[src/rtl/dpram_rd_streamer.sv]
`default_nettype none
// ============================================================================
// Module   : dpram_rd_streamer
// Brief    : Sweeps a window of words out of RAM port B and presents them as a
//            valid/ready stream, hiding read latency behind a credit FIFO.
// Revision : 1.0
// ============================================================================
module dpram_rd_streamer #(
    parameter int DW      = 64,
    parameter int AW      = 8,
    parameter int DEPTH   = 256,
    parameter int N_DELAY = 1
) (
    input  logic          clk,
    input  logic          rst,
    input  logic          start,
    input  logic [AW-1:0] base_addr,
    input  logic [AW:0]   len,
    output logic          busy,
    output logic          done,
    output logic          enb,
    output logic [AW-1:0] addrb,
    input  logic [DW-1:0] dob,
    output logic          m_valid,
    output logic [DW-1:0] m_data,
    output logic          m_last,
    input  logic          m_ready
);

    localparam int FIFO_DEPTH = N_DELAY + 2;
    localparam int PW         = $clog2(FIFO_DEPTH);
    localparam int CW         = $clog2(FIFO_DEPTH + 1);

    localparam logic [1:0] S_IDLE  = 2'd0;
    localparam logic [1:0] S_READ  = 2'd1;
    localparam logic [1:0] S_DRAIN = 2'd2;
    localparam logic [1:0] S_DONE  = 2'd3;

    localparam logic [AW-1:0] C_LAST_ADDR = AW'(DEPTH - 1);
    localparam logic [PW-1:0] C_LAST_PTR  = PW'(FIFO_DEPTH - 1);
    localparam logic [CW:0]   C_CREDIT    = (CW + 1)'(FIFO_DEPTH);
    localparam logic [CW-1:0] C_FULL      = CW'(FIFO_DEPTH);

    logic [1:0]    state_q, state_d;
    logic [AW-1:0] addr_q, addr_d;
    logic [AW:0]   iss_q, iss_d;
    logic [AW:0]   len_q, len_d;
    logic [CW-1:0] infl_q, infl_d;
    logic [CW-1:0] cnt_q, cnt_d;
    logic [PW-1:0] wp_q, rp_q;
    logic [N_DELAY-1:0] pv_q, pl_q;
    logic [DW-1:0] fd_q [FIFO_DEPTH];
    logic          fl_q [FIFO_DEPTH];

    logic w_issue, w_last_issue, w_push, w_pop, w_head_last;

    always_comb begin
        // Inflight reads already own a FIFO slot, so the FIFO can never overflow.
        w_issue      = (state_q == S_READ) &&
                       (({1'b0, infl_q} + {1'b0, cnt_q}) < C_CREDIT);
        w_last_issue = w_issue && ((iss_q + (AW + 1)'(1)) == len_q);
        w_push       = pv_q[N_DELAY-1];
        w_pop        = (cnt_q != '0) && m_ready;
        w_head_last  = fl_q[rp_q];

        state_d = state_q;
        addr_d  = addr_q;
        iss_d   = iss_q;
        len_d   = len_q;
        case (state_q)
            S_IDLE: begin
                if (start) begin
                    state_d = (len == '0) ? S_DONE : S_READ;
                    addr_d  = base_addr;
                    iss_d   = '0;
                    len_d   = len;
                end
            end
            S_READ:  if (w_last_issue) state_d = S_DRAIN;
            S_DRAIN: if (w_pop && w_head_last) state_d = S_DONE;
            S_DONE:  state_d = S_IDLE;
            default: state_d = S_IDLE;
        endcase

        if (w_issue) begin
            addr_d = (addr_q == C_LAST_ADDR) ? '0 : addr_q + AW'(1);
            iss_d  = iss_q + (AW + 1)'(1);
        end

        infl_d = infl_q;
        if (w_issue && !w_push)      infl_d = infl_q + CW'(1);
        else if (!w_issue && w_push) infl_d = infl_q - CW'(1);

        cnt_d = cnt_q;
        if (w_push && !w_pop)      cnt_d = cnt_q + CW'(1);
        else if (!w_push && w_pop) cnt_d = cnt_q - CW'(1);
    end

    always_ff @(posedge clk) begin
        if (rst) begin
            state_q <= S_IDLE;
            addr_q  <= '0;
            iss_q   <= '0;
            len_q   <= '0;
            infl_q  <= '0;
            cnt_q   <= '0;
            wp_q    <= '0;
            rp_q    <= '0;
            pv_q    <= '0;
            pl_q    <= '0;
            for (int k = 0; k < FIFO_DEPTH; k++) begin
                fd_q[k] <= '0;
                fl_q[k] <= 1'b0;
            end
        end else begin
            state_q <= state_d;
            addr_q  <= addr_d;
            iss_q   <= iss_d;
            len_q   <= len_d;
            infl_q  <= infl_d;
            cnt_q   <= cnt_d;
            pv_q[0] <= w_issue;
            pl_q[0] <= w_last_issue;
            for (int k = 1; k < N_DELAY; k++) begin
                pv_q[k] <= pv_q[k-1];
                pl_q[k] <= pl_q[k-1];
            end
            if (w_push) begin
                fd_q[wp_q] <= dob;
                fl_q[wp_q] <= pl_q[N_DELAY-1];
                wp_q       <= (wp_q == C_LAST_PTR) ? '0 : wp_q + PW'(1);
            end
            if (w_pop) begin
                rp_q <= (rp_q == C_LAST_PTR) ? '0 : rp_q + PW'(1);
            end
        end
    end

    a_no_overflow: assert property (@(posedge clk) disable iff (rst)
        !(w_push && !w_pop && (cnt_q == C_FULL)));

    assign busy    = (state_q != S_IDLE);
    assign done    = (state_q == S_DONE);
    assign enb     = w_issue;
    assign addrb   = addr_q;
    assign m_valid = (cnt_q != '0);
    assign m_data  = fd_q[rp_q];
    assign m_last  = m_valid && fl_q[rp_q];

endmodule
`default_nettype wire
[config.mk]
export PLATFORM = sky130hd
export DESIGN_NAME = dpram_rd_streamer
export DESIGN_NICKNAME = d
export VERILOG_FILES = /design/src/rtl/dpram_rd_streamer.sv
export SDC_FILE = /design/constraint.sdc
export NUM_CORES = 1
export LEC_CHECK = 0
export ABC_AREA = 0
export CORE_MARGIN = 2
export CORE_UTILIZATION = 50
export CTS_BUF_LIST = sky130_fd_sc_hd__clkbuf_8
export DETAILED_ROUTE_END_ITERATION = 12
export PLACE_DENSITY_LB_ADDON = 0.12
export SLEW_MARGIN = 20
export SYNTH_ARGS = -nofsm -noshare
export SYNTH_HDL_FRONTEND = slang
export SYNTH_SLANG_ARGS = --single-unit
[constraint.sdc]
create_clock -name clk -period 8.5 [get_ports clk]
set_input_delay 1.275 -clock clk [delete_from_list [all_inputs] [get_ports clk]]
set_output_delay 1.275 -clock clk [all_outputs]
set_load 0.01 [all_outputs]
# Yosys cells after proc, flatten, opt, wreduce, memory -nomap -nowiden
# Memory sizes are Yosys's and may differ from the RTL's. A register that Yosys moved wholly into a read port is not among the register bits.
# Index checks and enable logic that the tools add are counted.
# W data, S select, Z words.
# op_classes
n_reduce_logical,25
magnitude_cmp,1
n_eq_ne,10
add_sub_neg,9
mux,33
# ops
cell,count
$mux W64,1
$reduce_or A64 Y1,1
$mux W2,16
$mux W8,4
$mux W9,3
$reduce_bool A2 Y1,6
$add A9 B1 Y9 const B,1
$eq A9 B9 Y1,1
$logic_and A1 B1 Y1,9
$logic_not A9 Y1,1
$add A2 B1 Y2 const B,4
$add A8 B1 Y8 const B,1
$eq A2 B2 Y1 const B,4
$eq A8 B8 Y1 const B,1
$mux W1,8
$pmux W2 S4,1
$ne A2 B2 Y1 const B,3
$reduce_and A2 Y1,2
$sub A2 B1 Y2 const B,2
$add A2 B2 Y3,1
$logic_not A1 Y1,3
$lt A3 B2 Y1 const B,1
$reduce_and A3 Y1,1
$eq A2 B1 Y1 const B,1
2 further kinds,2
# word_totals
out_inout_bits,77
mem_count,2
ram_bits,195
elab_cells,90
regBits,38
# mem_list
name,words,width,read_ports,rd_ports_with_merged_regs,write_ports,line_no,rtl
fd_q,3,64,1,1,3,52,logic [DW-1:0] fd_q [FIFO_DEPTH];
fl_q,3,1,1,1,3,53,logic fl_q [FIFO_DEPTH];

# Logic depth before layout (Yosys ltp)
# logic_depth
ltp_word,7
ltp_mapped,9
depth_no_buf,9

# Worst setup path before layout
# OpenSTA, ideal clock, no wires.
# synth_timing
kind,input to register
from,input rst
to,memory fd_q[3][0] (enable)
t_arrival_ps,3151
n_path_buf,1
setup_slack_ps,4918
setup_time_ps,431
path_stages,2
path_cell_list,clkbuf_1 and4b_1
# synth_lines
item,line_no,rtl
start: declaration,15,"input logic rst,"
end: declaration,52,

==> results.json <==
{
  "fin_setup_tns_ns": 0,
  "clockBufferDepth": 3,
  "rows": 58,
  "initial_core_util_pct": 50.9,
  "vias": 7358,
  "core_area_mm2": 0.0252,
  "worst_pin_slew_ns": 0.843,
  "grt_pass1_vias": 7666,
  "post_cts_buffers": 0,
  "cts.sinks": 300,
  "crit_family": "buffers and inverters",
  "synth_edf_count": 260,
  "maxCapViolCount": 0,
  "antenna_found_initial": 0,
  "final_cell_mix": "edfxtp_1, and2_1, clkdlybuf4s50_1, mux4_2, clkbuf_8",
  "wl_um": 26600,
  "synth_warnings": 0,
  "placed_area_mm2": 0.0148,
  "p_leak_uw": 0.00561,
  "detail-route-antenna-nets": 0,
  "final_common_cell": "edfxtp_1",
  "cts-root-buf": "clkbuf_8",
  "period_share_pct": 49.7,
  "fin_area_mm2": 0.0157,
  "fp.dieW_um": 164,
  "syn_area_per_cell_um2": 15.4,
  "path_clk_slew_ns": 0.06,
  "maxSlewViolCount": 0,
  "finalHoldViolations": 0,
  "worst_path_largest_cell_delay_ns": 0.60,
  "die-area_mm2": 0.0269,
  "synth_nets": 929,
  "cts-resized-gates": 0,
  "ys_seq_area_share_pct": 67.2,
  "syn_inst": 833,
  "hold_ws_ns": 0.461,
  "fin_util_pct": 62.4,
  "worst_slack_ns": 4.28,
  "syn_area_mm2": 0.0128,
  "end_kind": "output pin",
  "crit_arrival_ns": 2.95,
  "cp_slowest_cell": "dfxtp_4",
  "drive_gt1_share_pct": 14.2,
  "hp-class": "reg2reg",
  "final_nets": 1102,
  "h-tree-depth": 2,
  "io_pins": 162,
  "cp_max_fo": 36,
  "fill_cells": 1906,
  "worstPathCellList": "buf_4, buf_16, mux4_2, clkdlybuf4s50_1",
  "first_pass_iters": 4,
  "max_freq_mhz": 237,
  "ys_seq_elements": 300,
  "routabilityCongestion": 0.783,
  "cts_buffers": 48,
  "setup_viol": 0,
  "max_slew_margin_pct": 43.8,
  "peakVddDrop_uv": 130,
  "layout-area-overhead-vs-synth_pct": 22.5,
  "async_flop_share_pct": 0,
  "grt_first_pass_wirelength_um": 41800,
  "crit_buf_inv": 3,
  "grt-ovfl-total": 0,
  "hold_buffers": 0,
  "fp.dieH_um": 164,
  "min_period_ns": 4.22,
  "crit_type": "reg2out",
  "finClkSkew_ns": 0.0185,
  "grt_use_total_pct": 20.3,
  "dpl.hpwl_um": 15100,
  "outcome": "finished clean",
  "grt_max_degree": 66,
  "clk_latency_ns": 0.55,
  "synth_cell_types": 47,
  "vias_per_cell": 5.36,
  "post-route-drc-count": 0,
  "cts_tree": "yes",
  "synth_ff_type": "edfxtp_1",
  "place_ws_ns": 4.53,
  "drt-wirelength-per-cell_um": 19.4,
  "insertedDiodeCount": 0,
  "crit_required_ns": 7.22,
  "pwr_density_cell_mw_per_mm2": 244,
  "port_buffers": 161,
  "startpoint_type": "flop",
  "rsz0062_at_grt": "no",
  "drtIter0Drc": 409
}
[flip-flops by register name (all words and copies together), names as in the netlist, 4 cells and up, named ones only]
signal,count
fd_q,256
iss_q,9
len_q,9
addrb,8
fl_q,4
[logic make-up (layout without fill, tap and decap cells)]
logic type | count (synthesis) | in the layout | share of synthesized area [%]
compound gates | 67 | 67 | 3.07
flops | 300 | 300 | 67.2
buf+inv | 57 | 266 | 1.75
simple gates | 315 | 315 | 14.2
fa+ha+maj | 11 | 11 | 1.13
mux | 67 | 67 | 11.6
xor+xnor | 16 | 16 | 1.09
[routing by layer]
metal	vias to the layer above	share of wire (%)	track usage, %
li1	3450	-	-
met1	3672	44	27.3
met2	197	49	34.0
met3	39	5.0	3.56
met4	0	1.9	6.22
met5	-	0	0
[power by group]
group          internal [µW]  switching, µW
combinational            493            420
sequential              1720           85.7
clock                    589            530
total                   2800           1040
[cell type report]
type                            count  area (µm²)  area share [%]
Clock buffer                       52         716            4.56
Clock inverter                     34         161            1.03
Inverter                            7        26.3           0.167
Multi-Input combinational cell    476        4030            25.6
Sequential cell                   300        8610            54.8
Tap cell                          330         413            2.63
Timing Repair Buffer              173        1750            11.2
[per-stage QoR]
step | total power (µW) | instances
finish | 3840 | 1372
global route | 4030 | 1372
CTS | 3870 | 1369
detailed placement | 2750 | 1283
global placement | 2740 | 1283
floorplan | 2340 | 833
[cells in the mapped netlist (8+ instances only)]
master / instances / area [µm²]
nor2_1: 31 / 116
a21oi_1: 31 / 155
o21ai_0: 13 / 65.1
buf_2: 8 / 40.0
mux4_2: 65 / 1460
ha_1: 10 / 125
edfxtp_1: 260 / 7810
dfxtp_1: 40 / 801
xnor2_1: 8 / 70.1
clkbuf_1: 40 / 150
nand2_1: 37 / 139
and2_1: 199 / 1240
xor2_1: 8 / 70.1
[worst paths after layout]
| kind | startpoint | slack (ns) | cells past startpoint | endpoint |
|---|---|---|---|---|
| worst max-delay path | flop | 4.28 | 4 | m_data[35] |
| worst min-delay path | pl_q$_SDFF_PP0_ | 0.46 | 0 | fl_q[3]$_DFFE_PP_ |
| worst max register to register | cnt_q[0]$_SDFFE_PP0P_ | 5.82 | 10 | state_q[1]$_SDFFE_PP0P_ |
| worst min register to register | pl_q$_SDFF_PP0_ | 0.46 | 0 | fl_q[3]$_DFFE_PP_ |
Power figures use the tool's default switching activity.
